[src/rtl/norm2_pkg.sv]
// Shared constants and state type for the norm2 job sequencer.
// The kernel array is N deep; a job of cnt elements occupies addresses N-cnt .. N-1.
package norm2_pkg;

    localparam int N  = 1000;
    localparam int AW = 10;
    localparam int DW = 27;
    localparam int RW = 64;

    typedef enum logic [2:0] {
        IDLE,
        LOAD,
        START,
        RUN,
        RESP
    } seq_state_t;

    // First array address of a job; counts above N clamp to N.
    function automatic logic [AW-1:0] base_of(input logic [AW:0] count);
        logic [AW:0] lim;
        logic [AW:0] c;
        lim = N[AW:0];
        c = (count > lim) ? lim : count;
        return AW'(lim - c);
    endfunction

endpackage

[src/rtl/norm2_job_sequencer.sv]
// Runs one sum-of-squares job on the norm2 kernel: load operands into the
// kernel array, release the kernel, then return its result with a watchdog.
module norm2_job_sequencer
    import norm2_pkg::*;
#(
    parameter int TIMEOUT = 16384
) (
    input  logic          clk,
    input  logic          rst_n,
    input  logic          job_valid,
    output logic          job_ready,
    input  logic [AW:0]   job_count,
    input  logic [RW-1:0] job_acc,
    input  logic          ld_valid,
    output logic          ld_ready,
    input  logic [DW-1:0] ld_data,
    output logic          rsp_valid,
    input  logic          rsp_ready,
    output logic [RW-1:0] rsp_result,
    output logic          rsp_err,
    output logic          k_r_enable,
    output logic          k_ctrl_arr,
    output logic [AW-1:0] k_init_i,
    output logic [RW-1:0] k_init_acc,
    output logic          k_arr_we,
    output logic [AW-1:0] k_arr_addr,
    output logic [DW-1:0] k_arr_wdata,
    input  logic          k_w_enable,
    input  logic [RW-1:0] k_result
);

    localparam int WW = $clog2(TIMEOUT);

    seq_state_t    state;
    seq_state_t    state_n;
    logic [AW-1:0] addr;
    logic [WW-1:0] wdog;
    logic          job_hs;
    logic          ld_hs;
    logic          rsp_hs;
    logic          wdog_exp;

    assign job_hs   = job_valid & job_ready;
    assign ld_hs    = ld_valid & ld_ready;
    assign rsp_hs   = rsp_valid & rsp_ready;
    assign wdog_exp = (wdog == WW'(TIMEOUT - 1));

    always_ff @(posedge clk) begin
        if (!rst_n) state <= IDLE;
        else        state <= state_n;
    end

    always_comb begin
        state_n = state;
        unique case (state)
            IDLE:  if (job_hs) state_n = (job_count != '0) ? LOAD : START;
            LOAD:  if (ld_hs && addr == AW'(N - 1)) state_n = START;
            START: state_n = RUN;
            RUN:   if (k_w_enable || wdog_exp) state_n = RESP;
            RESP:  if (rsp_hs) state_n = IDLE;
            default: state_n = IDLE;
        endcase
    end

    // Handshake and kernel-control outputs are registered copies of the next state.
    always_ff @(posedge clk) begin
        if (!rst_n) begin
            job_ready   <= 1'b1;
            ld_ready    <= 1'b0;
            rsp_valid   <= 1'b0;
            rsp_err     <= 1'b0;
            rsp_result  <= '0;
            k_r_enable  <= 1'b1;
            k_ctrl_arr  <= 1'b1;
            k_arr_we    <= 1'b0;
            k_arr_addr  <= '0;
            k_arr_wdata <= '0;
            k_init_i    <= AW'(N);
            k_init_acc  <= '0;
            addr        <= '0;
            wdog        <= '0;
        end else begin
            job_ready  <= (state_n == IDLE);
            ld_ready   <= (state_n == LOAD);
            rsp_valid  <= (state_n == RESP);
            k_r_enable <= (state_n != RUN);
            k_ctrl_arr <= (state_n != RUN);
            k_arr_we   <= 1'b0;
            if (job_hs) begin
                k_init_i   <= base_of(job_count);
                k_init_acc <= job_acc;
                addr       <= base_of(job_count);
            end
            if (ld_hs) begin
                k_arr_we    <= 1'b1;
                k_arr_addr  <= addr;
                k_arr_wdata <= ld_data;
                addr        <= addr + 1'b1;
            end
            if (state == START)    wdog <= '0;
            else if (state == RUN) wdog <= wdog + 1'b1;
            if (state == RUN) begin
                if (k_w_enable) begin
                    rsp_result <= k_result;
                    rsp_err    <= 1'b0;
                end else if (wdog_exp) begin
                    rsp_result <= '0;
                    rsp_err    <= 1'b1;
                end
            end
        end
    end

endmodule
[config.mk]
export PLATFORM = sky130hd
export DESIGN_NAME = norm2_job_sequencer
export DESIGN_NICKNAME = d
export VERILOG_FILES = /design/src/rtl/norm2_pkg.sv /design/src/rtl/norm2_job_sequencer.sv
export SDC_FILE = /design/constraint.sdc
export NUM_CORES = 1
export LEC_CHECK = 0
export CAP_MARGIN = 20
export CELL_PAD_IN_SITES_DETAIL_PLACEMENT = 1
export CELL_PAD_IN_SITES_GLOBAL_PLACEMENT = 2
export CORE_AREA = 10 10 139 269
export DETAILED_ROUTE_END_ITERATION = 10
export DIE_AREA = 0 0 149 279
export GPL_TIMING_DRIVEN = 0
export PLACE_DENSITY_LB_ADDON = 0.1
export SETUP_SLACK_MARGIN = 0.2
export SLEW_MARGIN = 20
export SYNTH_ARGS = -nofsm -noshare
export SYNTH_HDL_FRONTEND = slang
export SYNTH_SLANG_ARGS = --single-unit
[constraint.sdc]
create_clock -name clk -period 8.02 [get_ports clk]
set_input_delay 2.406 -clock clk [delete_from_list [all_inputs] [get_ports clk]]
set_output_delay 2.406 -clock clk [all_outputs]
set_load 0.1 [all_outputs]
==> run metrics, run 1 <==
root buffer cell clkbuf_16; crit path max fanout 9; area of the multi-input gates 3344 um^2; combinational group share of total power 0.215; RSZ-0062 raised after global routing false; EDFF count, synth 0; min Tclk post-route 5163 ps; clock-pin slew on the worst setup and hold paths 60 ps; Cell variety after synth 62; 1st-iter DRT viols 257; crit path capture type flip-flop; clock network power share 0.373; Port-buffer cells between 300 and 400; Internal 1.805 mW; 1st-pass router iterations 4; Syn Inst Count ~940; synthesis warning total 0; Routed Antenna Nets 0; Setup CP Type in -> reg; # setup viols final 0; run status completed; delay-heaviest family, CP compound AO/OA/AOI/OAI gates; Tcrit/Tclk final 0.6438; Routability Congestion 0.8074; CP Launch Type primary input; largest net degree at the start of global routing 14; Tightest Hold Check Type reg -> reg; layout net count 1484; leakage 4.410 nW; Compound-Gate Fraction of Synth Area 0.1888; worst-path cell chain clkdlybuf4s50_1 > or4_4 > a41oi_4 > nand2_1 > ha_1 > clkbuf_1 > and2_1 > a32o_1 > a31o_1 > o2111ai_1 > o22ai_1; Simple-Gate Fraction of Synth Area 0.2123; CP arrival 5550 ps; Skew-Pair Late Insertion Delay about 520 ps; Hold Vio Cnt, Final 0; Yosys top cell area share 0.5308; global-route wire length before repair 55510 um; die area 41570 um^2; flop and latch count out of synthesis 208; crit path buf inv count 2; Switching Power between 0.8 and 0.9 mW; detailed-route wire length per cell 21.34 um; Core ar. 32930 um^2; Sw Ratio 0.3228; xor/xnor cell area share of the yosys netlist 0.01786; num ports 354; FF+latch area 4164 um^2; max_slew headroom 0.2760; row cnt 94; Primary FF master, synth dfxtp_1; cts hold-fix bufs 0; clock sinks 208; Synth area leader dfxtp_1; Die Span Y 279 um; async set or reset register ratio after synthesis 0; # resized after CTS 0; CP required between 8000 and 9000 ps; top cells by area, synth dfxtp_1 53%, nand2_1 11%, a21oi_1 7.7%; multiplexer share of the synthesized area 0.002552; TritonCTS clock tree built; max-slew violations 0; vias per inst roughly 4.6; share of layout cells above drive strength 1 0.04611; VDD IR max 0.1558 mV; Final Skew approximately 16 ps; post-synthesis adder-cell area fraction 0.004785; # DRC 0; clk buf depth 3; slowest cell delay on critical path 630 ps; Total Wirelength 37490 um; initial antenna violation count 3; area delta synth->final 60.13%; chip width between 100 and 150 um; Detail Placement HPWL 30280 um; mapped cell area 7845 um^2; main combinational cell family by area after synthesis simple AND/OR/NAND/NOR gates; setup_tns 0 ps; initial core utilization 0.2382; CP max stage cell or4_4; register share of total power 0.412; Seq/Total Area, Yosys 0.5308; postcts setup bufs 0; grt total ovfl 0; total track usage 0.1741; Post-Syn Area per Cell about 8.4 um^2; Power Density about 210 nW/um^2; Vias ~8100; vias in the first global route between 8000 and 9000; syn nets around 1100; Finished Core Util 0.3815; CTS Buf Count 22; slew at the pin closest to its max-slew limit 1083 ps; # fillers 3898; achievable frequency 193.7 MHz; # H-tree levels 1; Maximum Capacitance Violations 0
stage by stage:
| step | setup WS, ps | area, um^2 | std cells | total power [mW] | hold slack (ps) |
|---|---|---|---|---|---|
| 3_5_place_dp | 2331 | 11880 | 1717 | 1.702 | 446.9 |
| 6_report | 2857 | 12560 | 1757 | 2.666 | 453.2 |
| 5_1_grt | 2640 | 12560 | 1757 | 2.782 | 470.3 |
| 4_1_cts | 2883 | 12560 | 1755 | 2.715 | 455.7 |
| 3_3_place_gp | 2385 | 11880 | 1717 | 1.698 | 441.3 |
| 2_1_floorplan | 3350 | 7845 | 936 | 1.478 | 453.6 |
per-layer routing:
metal  GRT usage  vias up  wire [um]
met3     0.07129       48       3505
met5           0        -         18
met1      0.1446     3859      11570
li1            -     3947          -
met2      0.3462      271      21210
met4     0.06672        2       1188
cell type report:
type	count	share of cell area
Clock inverter	5	0.001992
Buffer	72	0.02470
Sequential cell	208	0.3315
Timing Repair Buffer	349	0.2781
Inverter	7	0.002092
Multi-Input combinational cell	649	0.2662
Antenna cell	2	0.0003984
Tap cell	432	0.04303
Clock buffer	33	0.05199
cell usage in the layout, fill, tap and decap left out, types with 10 or more instances in the layout:
master,count
clkdlybuf4s50_1,349
nand3_1,22
xor2_1,10
a22oi_1,65
nor2_1,94
nand2_1,227
dfxtp_1,208
a21oi_1,121
clkbuf_16,23
clkbuf_1,54
buf_2,14
power by group through the flow:
stage          logic, mW  clock network [mW]  registers, mW
6_report           0.574               0.995           1.10
5_1_grt            0.606                1.07           1.10
4_1_cts            0.583                1.03           1.10
3_5_place_dp       0.582                   0           1.12
3_3_place_gp       0.579                   0           1.12
2_1_floorplan      0.113                   0           1.37
registers in the layout, indices dropped and copies added (netlist names), 3 cells and up:
signal	count
state	3
rsp_result	64
addr	10
k_init_acc	64
k_arr_addr	10
wdog	14
k_init_i	10
k_arr_wdata	27
final timing paths:
check                       start               to  slack, ps  cells past startpoint
hold reg to reg   k_arr_wdata[16]  k_arr_wdata[16]        450                      2
setup / recovery     job_count[4]          addr[6]       2860                     11
setup reg to reg          wdog[0]   rsp_result[48]       5490                      8
hold / removal    k_arr_wdata[16]  k_arr_wdata[16]        450                      2
worst min-delay path: cells and delay by family, from the launching register on:
| family | cells | cell delay, ps |
|---|---|---|
| AO/OA/AOI/OAI | 1 | 50 |
| flip-flops | 1 | 310 |
| AND/OR/NAND/NOR | 1 | 50 |
cells in the mapped netlist (3+ instances only):
master    number
nand2_1      227
nor4_1         3
clkbuf_1      48
a22oi_1       65
or3_1          4
inv_1          7
o21ai_0        6
and3_1         8
and2_1         4
buf_1          6
xnor2_1        6
xor2_1        10
o21ai_1        6
a21oi_1      121
dfxtp_1      208
ha_1           3
nor3_1         8
nand4_1        7
o21a_1         3
o211ai_1       4
a31oi_1        3
nand3_1       22
nor2_1        94
buf_2         14
cells by family (layout without fill, tap and decap cells):
group	Yosys count	in the layout
flops	208	208
simple gates	394	394
xor+xnor	16	16
compound gates	234	234
buf+inv	79	466
fa+ha+maj	3	3
mux	2	2
other cells	0	2
Note: power is estimated with default switching activity, not from simulation.
==> run 2, diff against run 1 <==
--- a/config.mk
+++ b/config.mk
@@ -8,9 +8,9 @@
 export CAP_MARGIN = 20
 export CELL_PAD_IN_SITES_DETAIL_PLACEMENT = 1
 export CELL_PAD_IN_SITES_GLOBAL_PLACEMENT = 2
-export CORE_AREA = 10 10 139 269
+export CORE_AREA = 10 10 142 275
 export DETAILED_ROUTE_END_ITERATION = 10
-export DIE_AREA = 0 0 149 279
+export DIE_AREA = 0 0 152 285
 export GPL_TIMING_DRIVEN = 0
 export PLACE_DENSITY_LB_ADDON = 0.1
 export SETUP_SLACK_MARGIN = 0.2
==> constraint.sdc (replaced) <==
create_clock -name clk -period 4.78 [get_ports clk]
set_input_delay 1.434 -clock clk [delete_from_list [all_inputs] [get_ports clk]]
set_output_delay 1.434 -clock clk [all_outputs]
set_load 0.1 [all_outputs]
==> run metrics, run 2 (synthesis gave the netlist of run 1 again) <==
run status completed; vias per inst 4.556; CP required 5170 ps; area delta synth->final 60.70%; Maximum Capacitance Violations 0; max_slew headroom 0.2763; Routed Antenna Nets 0; detailed-route wire length per cell 19.79 um; # resized after CTS 0; layout net count 1484; cts hold-fix bufs 0; Die Span Y 285 um; # H-tree levels 1; crit path capture type flip-flop; VDD IR max roughly 0.24 mV; initial core utilization 0.2260; postcts setup bufs 0; crit path max fanout 9; worst r2r src wdog[0]; Detail Placement HPWL 27340 um; total track usage 0.1529; most common cell after layout, fill and taps aside clkdlybuf4s50_1; max-slew violations 0; Vias 8064; 1st-pass router iterations 4; total power 4.513 mW; worst hold path cell count 2; CP arrival 4580 ps; Tightest Hold Check Type reg -> reg; min Tclk post-route 4196 ps; setup_tns 0 ps; grt total ovfl 0; # DRC 0; global-route wire length before repair 53240 um; worst hold slack between 400 and 500 ps; Worst Hold Endpoint k_arr_addr[8]; clock sinks 208; 1st-iter DRT viols roughly 210; flop2flop setup slack 2470 ps; vias in the first global route approximately 8800; clk buf depth 3; Final Skew 7.516 ps; root buffer cell clkbuf_16; slew at the pin closest to its max-slew limit approximately 1100 ps; # setup viols final 0; Final Non-Filler Cells 1770; chip width between 150 and 200 um; Setup CP Type in -> reg; Total Wirelength 35040 um; row cnt 97; Skew-Pair Late Insertion Delay 520 ps; Routability Congestion around 0.79; initial antenna violation count 2; RR Endpoint rsp_result[49]; Port-buffer cells 349; r2r worst-path depth 8; largest net degree at the start of global routing 14; TritonCTS clock tree built; achievable frequency 238.3 MHz; Hold Vio Cnt, Final 0; Power Density 358.0 nW/um^2; clock-pin slew on the worst setup and hold paths 60 ps; share of layout cells above drive strength 1 0.04683; num ports 354; die area 43320 um^2; Tcrit/Tclk final 0.8777; CTS Buf Count 22; worst hold start k_arr_addr[8]; Finished Core Util 0.3632; commonest cells after routing, fill and taps aside 349 x clkdlybuf4s50_1, 227 x nand2_1, 208 x dfxtp_1; placed insts 1730; leakage 4.423 nW; CP Launch Type primary input; Regs by FF count k_init_acc (64), rsp_result (64), k_arr_wdata (27); Core ar. around 35000 um^2; RSZ-0062 raised after global routing false
run 2: worst max-delay path by stage:
| stage | slack [ps] | end | cells after the start | from |
|---|---|---|---|---|
| floorplan | 1080 | addr[6] | 10 | job_count[4] |
| global placement | 90 | addr[6] | 11 | job_count[4] |
| detailed placement | 70 | addr[6] | 11 | job_count[4] |
| CTS | 610 | addr[6] | 11 | job_count[4] |
| global route | 380 | addr[6] | 11 | job_count[4] |
| finish | 580 | addr[6] | 11 | job_count[4] |
run 2: cell type report:
| class | count | area [um^2] |
|---|---|---|
| Antenna cell | 1 | 2.502 |
| Buffer | 72 | 310.3 |
| Clock buffer | 36 | 694.4 |
| Timing Repair Buffer | 349 | 3493 |
| Multi-Input combinational cell | 649 | 3344 |
| Fill cell | 4152 | 22100 |
| Clock inverter | 3 | 15.01 |
| Inverter | 7 | 26.28 |
| Sequential cell | 208 | 4164 |
| Tap cell | 445 | 556.8 |
run 2: power breakdown:
part / internal (mW) / switching [mW] / leakage, nW / total (mW)
registers: 1.80 / 0.0393 / 1.69 / 1.84
logic: 0.289 / 0.665 / 2.38 / 0.954
clock network: 0.988 / 0.732 / 0.353 / 1.72
run 2: worst max-delay path: stages:
cell and delay (ps):
clkdlybuf4s50_1 580, or4_4 630, a41oi_4 310, nand2_1 150, ha_1 220, clkbuf_1 230
and2_1 270, a32o_1 250, a31o_1 220, o2111ai_1 200, o22ai_1 80
run 2: through the flow:
step / setup slack, ps / cell area, um^2
after detailed placement: 72.52 / 11900
after global routing: 376.3 / 12600
final: 584.4 / 12610
after CTS: 614.7 / 12600
after global placement: 91.05 / 11900
after floorplan: 1082 / 7845
run 2: routing by layer:
metal  up-vias  global-route usage  routed length, um  part of all wire
met2       233              0.2725              17470              0.50
met3        45             0.06242               3164             0.090
met1      3834              0.1649              13800              0.39
li1       3948                   -                  -                 -
met4         4             0.03407                573             0.016
met5         -                   0                 23           0.00066
==> run 3, diff against run 2 <==
--- a/config.mk
+++ b/config.mk
@@ -9,6 +9,7 @@
 export CELL_PAD_IN_SITES_DETAIL_PLACEMENT = 1
 export CELL_PAD_IN_SITES_GLOBAL_PLACEMENT = 2
 export CORE_AREA = 10 10 142 275
+export CTS_BUF_LIST = sky130_fd_sc_hd__clkbuf_16
 export DETAILED_ROUTE_END_ITERATION = 10
 export DIE_AREA = 0 0 152 285
 export GPL_TIMING_DRIVEN = 0
==> run metrics, run 3 (synthesis gave the netlist of run 1 again) <==
run status completed; Vias 8067; Routed Antenna Nets 0; Final Instance Area about 13000 um^2; vias per inst 4.560; 1st-iter DRT viols roughly 220; cts hold-fix bufs 0; share of layout cells above drive strength 1 0.04154; CP required 5170 ps; flop2flop setup slack 2470 ps; layout net count between 1000 and 1500; setup_tns 0 ps; worst hold path cell count 2; Port-buffer cells 349; clock-pin slew on the worst setup and hold paths 60 ps; min Tclk post-route roughly 4200 ps; initial core utilization 0.2260; clk buf depth 3; max_slew headroom 0.2769; RR Endpoint rsp_result[49]; CP arrival between 4000 and 5000 ps; global-route wire length before repair about 53000 um; 1st-pass router iterations 4; Detail Placement HPWL between 20000 and 30000 um; worst hold start k_arr_addr[8]; Tcrit/Tclk final 0.8779; TritonCTS clock tree built; Tightest Hold Check Type reg -> reg; Routability Congestion ~0.79; Total Wirelength 34950 um; r2r worst-path depth 8; # H-tree levels 1; FF+latch area 4164 um^2; die area 43320 um^2; crit path max fanout 9; # setup viols final 0; vias in the first global route 8801; num ports 354; # fillers 4155; Regs by FF count k_init_acc (64), rsp_result (64), k_arr_wdata (27); slew at the pin closest to its max-slew limit 1081 ps; placed insts between 1500 and 2000; Die Span Y 285 um; worst r2r src wdog[0]; Skew-Pair Late Insertion Delay 520 ps; commonest cells after routing, fill and taps aside 349 x clkdlybuf4s50_1, 227 x nand2_1, 208 x dfxtp_1; RSZ-0062 raised after global routing false; Final Non-Filler Cells between 1500 and 2000; grt total ovfl 0; detailed-route wire length per cell 19.75 um; Worst Hold Endpoint k_arr_addr[8]; VDD IR max roughly 0.24 mV; total track usage 0.1528; area of the multi-input gates 3344 um^2; postcts setup bufs 0; achievable frequency 238.3 MHz; Setup CP Type in -> reg; Core ar. around 35000 um^2; most common cell after layout, fill and taps aside clkdlybuf4s50_1; row cnt 97; Power Density 349.5 nW/um^2; area of placed instances 11900 um^2; clock sinks around 210; # resized after CTS 0; root buffer cell clkbuf_16; leakage 4.409 nW; area delta synth->final 59.78%; CTS Buf Count 22; max-slew violations 0; Hold Vio Cnt, Final 0; # DRC 0; largest net degree at the start of global routing 14; CP Launch Type primary input; chip width 152 um; Maximum Capacitance Violations 0; crit path capture type flip-flop; initial antenna violation count 2; n_diodes 0; Final Skew 9.118 ps
==> run 3: changes by cell type in the layout (fill, tap and decap cells not counted) <==
cell,previous run,this run
clkinv_1,0,7
diode_2,1,0
clkbuf_1,54,48
inv_1,7,13
clkbuf_8,7,0
==> run 3: worst max path at each step <==
stage / from / to / slack, ps
after floorplan: job_count[4] / addr[6] / 1080
after global placement: job_count[4] / addr[6] / 90
after detailed placement: job_count[4] / addr[6] / 70
after CTS: job_count[4] / addr[6] / 610
after global routing: job_count[4] / addr[6] / 380
final: job_count[4] / addr[6] / 580
==> run 3: layout make-up <==
cell class / instances / share of cell area
clock inverters: 16 / 0.005091
plain buffers: 72 / 0.02476
clock buffers: 23 / 0.04592
inverters: 7 / 0.002096
well taps: 445 / 0.04442
repair buffers: 349 / 0.2787
flip-flops and latches: 208 / 0.3322
multi-input cells: 649 / 0.2668
==> run 3: where the power goes <==
group	switching [mW]	total, mW	internal (mW)
logic	0.665	0.954	0.289
clock network	0.725	1.59	0.862
registers	0.0391	1.84	1.80
==> run 3: metrics by stage <==
step	utilization	setup slack [ps]	hold slack, ps	total power, mW
global placement	0.3427	91.05	441.7	2.831
detailed placement	0.3427	72.52	448.9	2.844
floorplan	-	1082	453.6	2.480
finish	0.3611	583.6	452.5	4.381
CTS	0.3611	614.7	457.2	4.472
global route	0.3611	376.3	469.7	4.580
==> run 3: critical path, cell delays in order <==
cell	delay, ps
clkdlybuf4s50_1	580
or4_4	630
a41oi_4	310
nand2_1	150
ha_1	220
clkbuf_1	230
and2_1	270
a32o_1	250
a31o_1	220
o2111ai_1	200
o22ai_1	80
==> run 3: routing by layer <==
| layer | share of wire | GRT usage | vias to the layer above |
|---|---|---|---|
| li1 | - | - | 3951 |
| met3 | 0.090 | 0.06242 | 41 |
| met1 | 0.39 | 0.1647 | 3834 |
| met5 | 0.00066 | 0 | - |
| met4 | 0.015 | 0.03407 | 4 |
| met2 | 0.50 | 0.2722 | 237 |
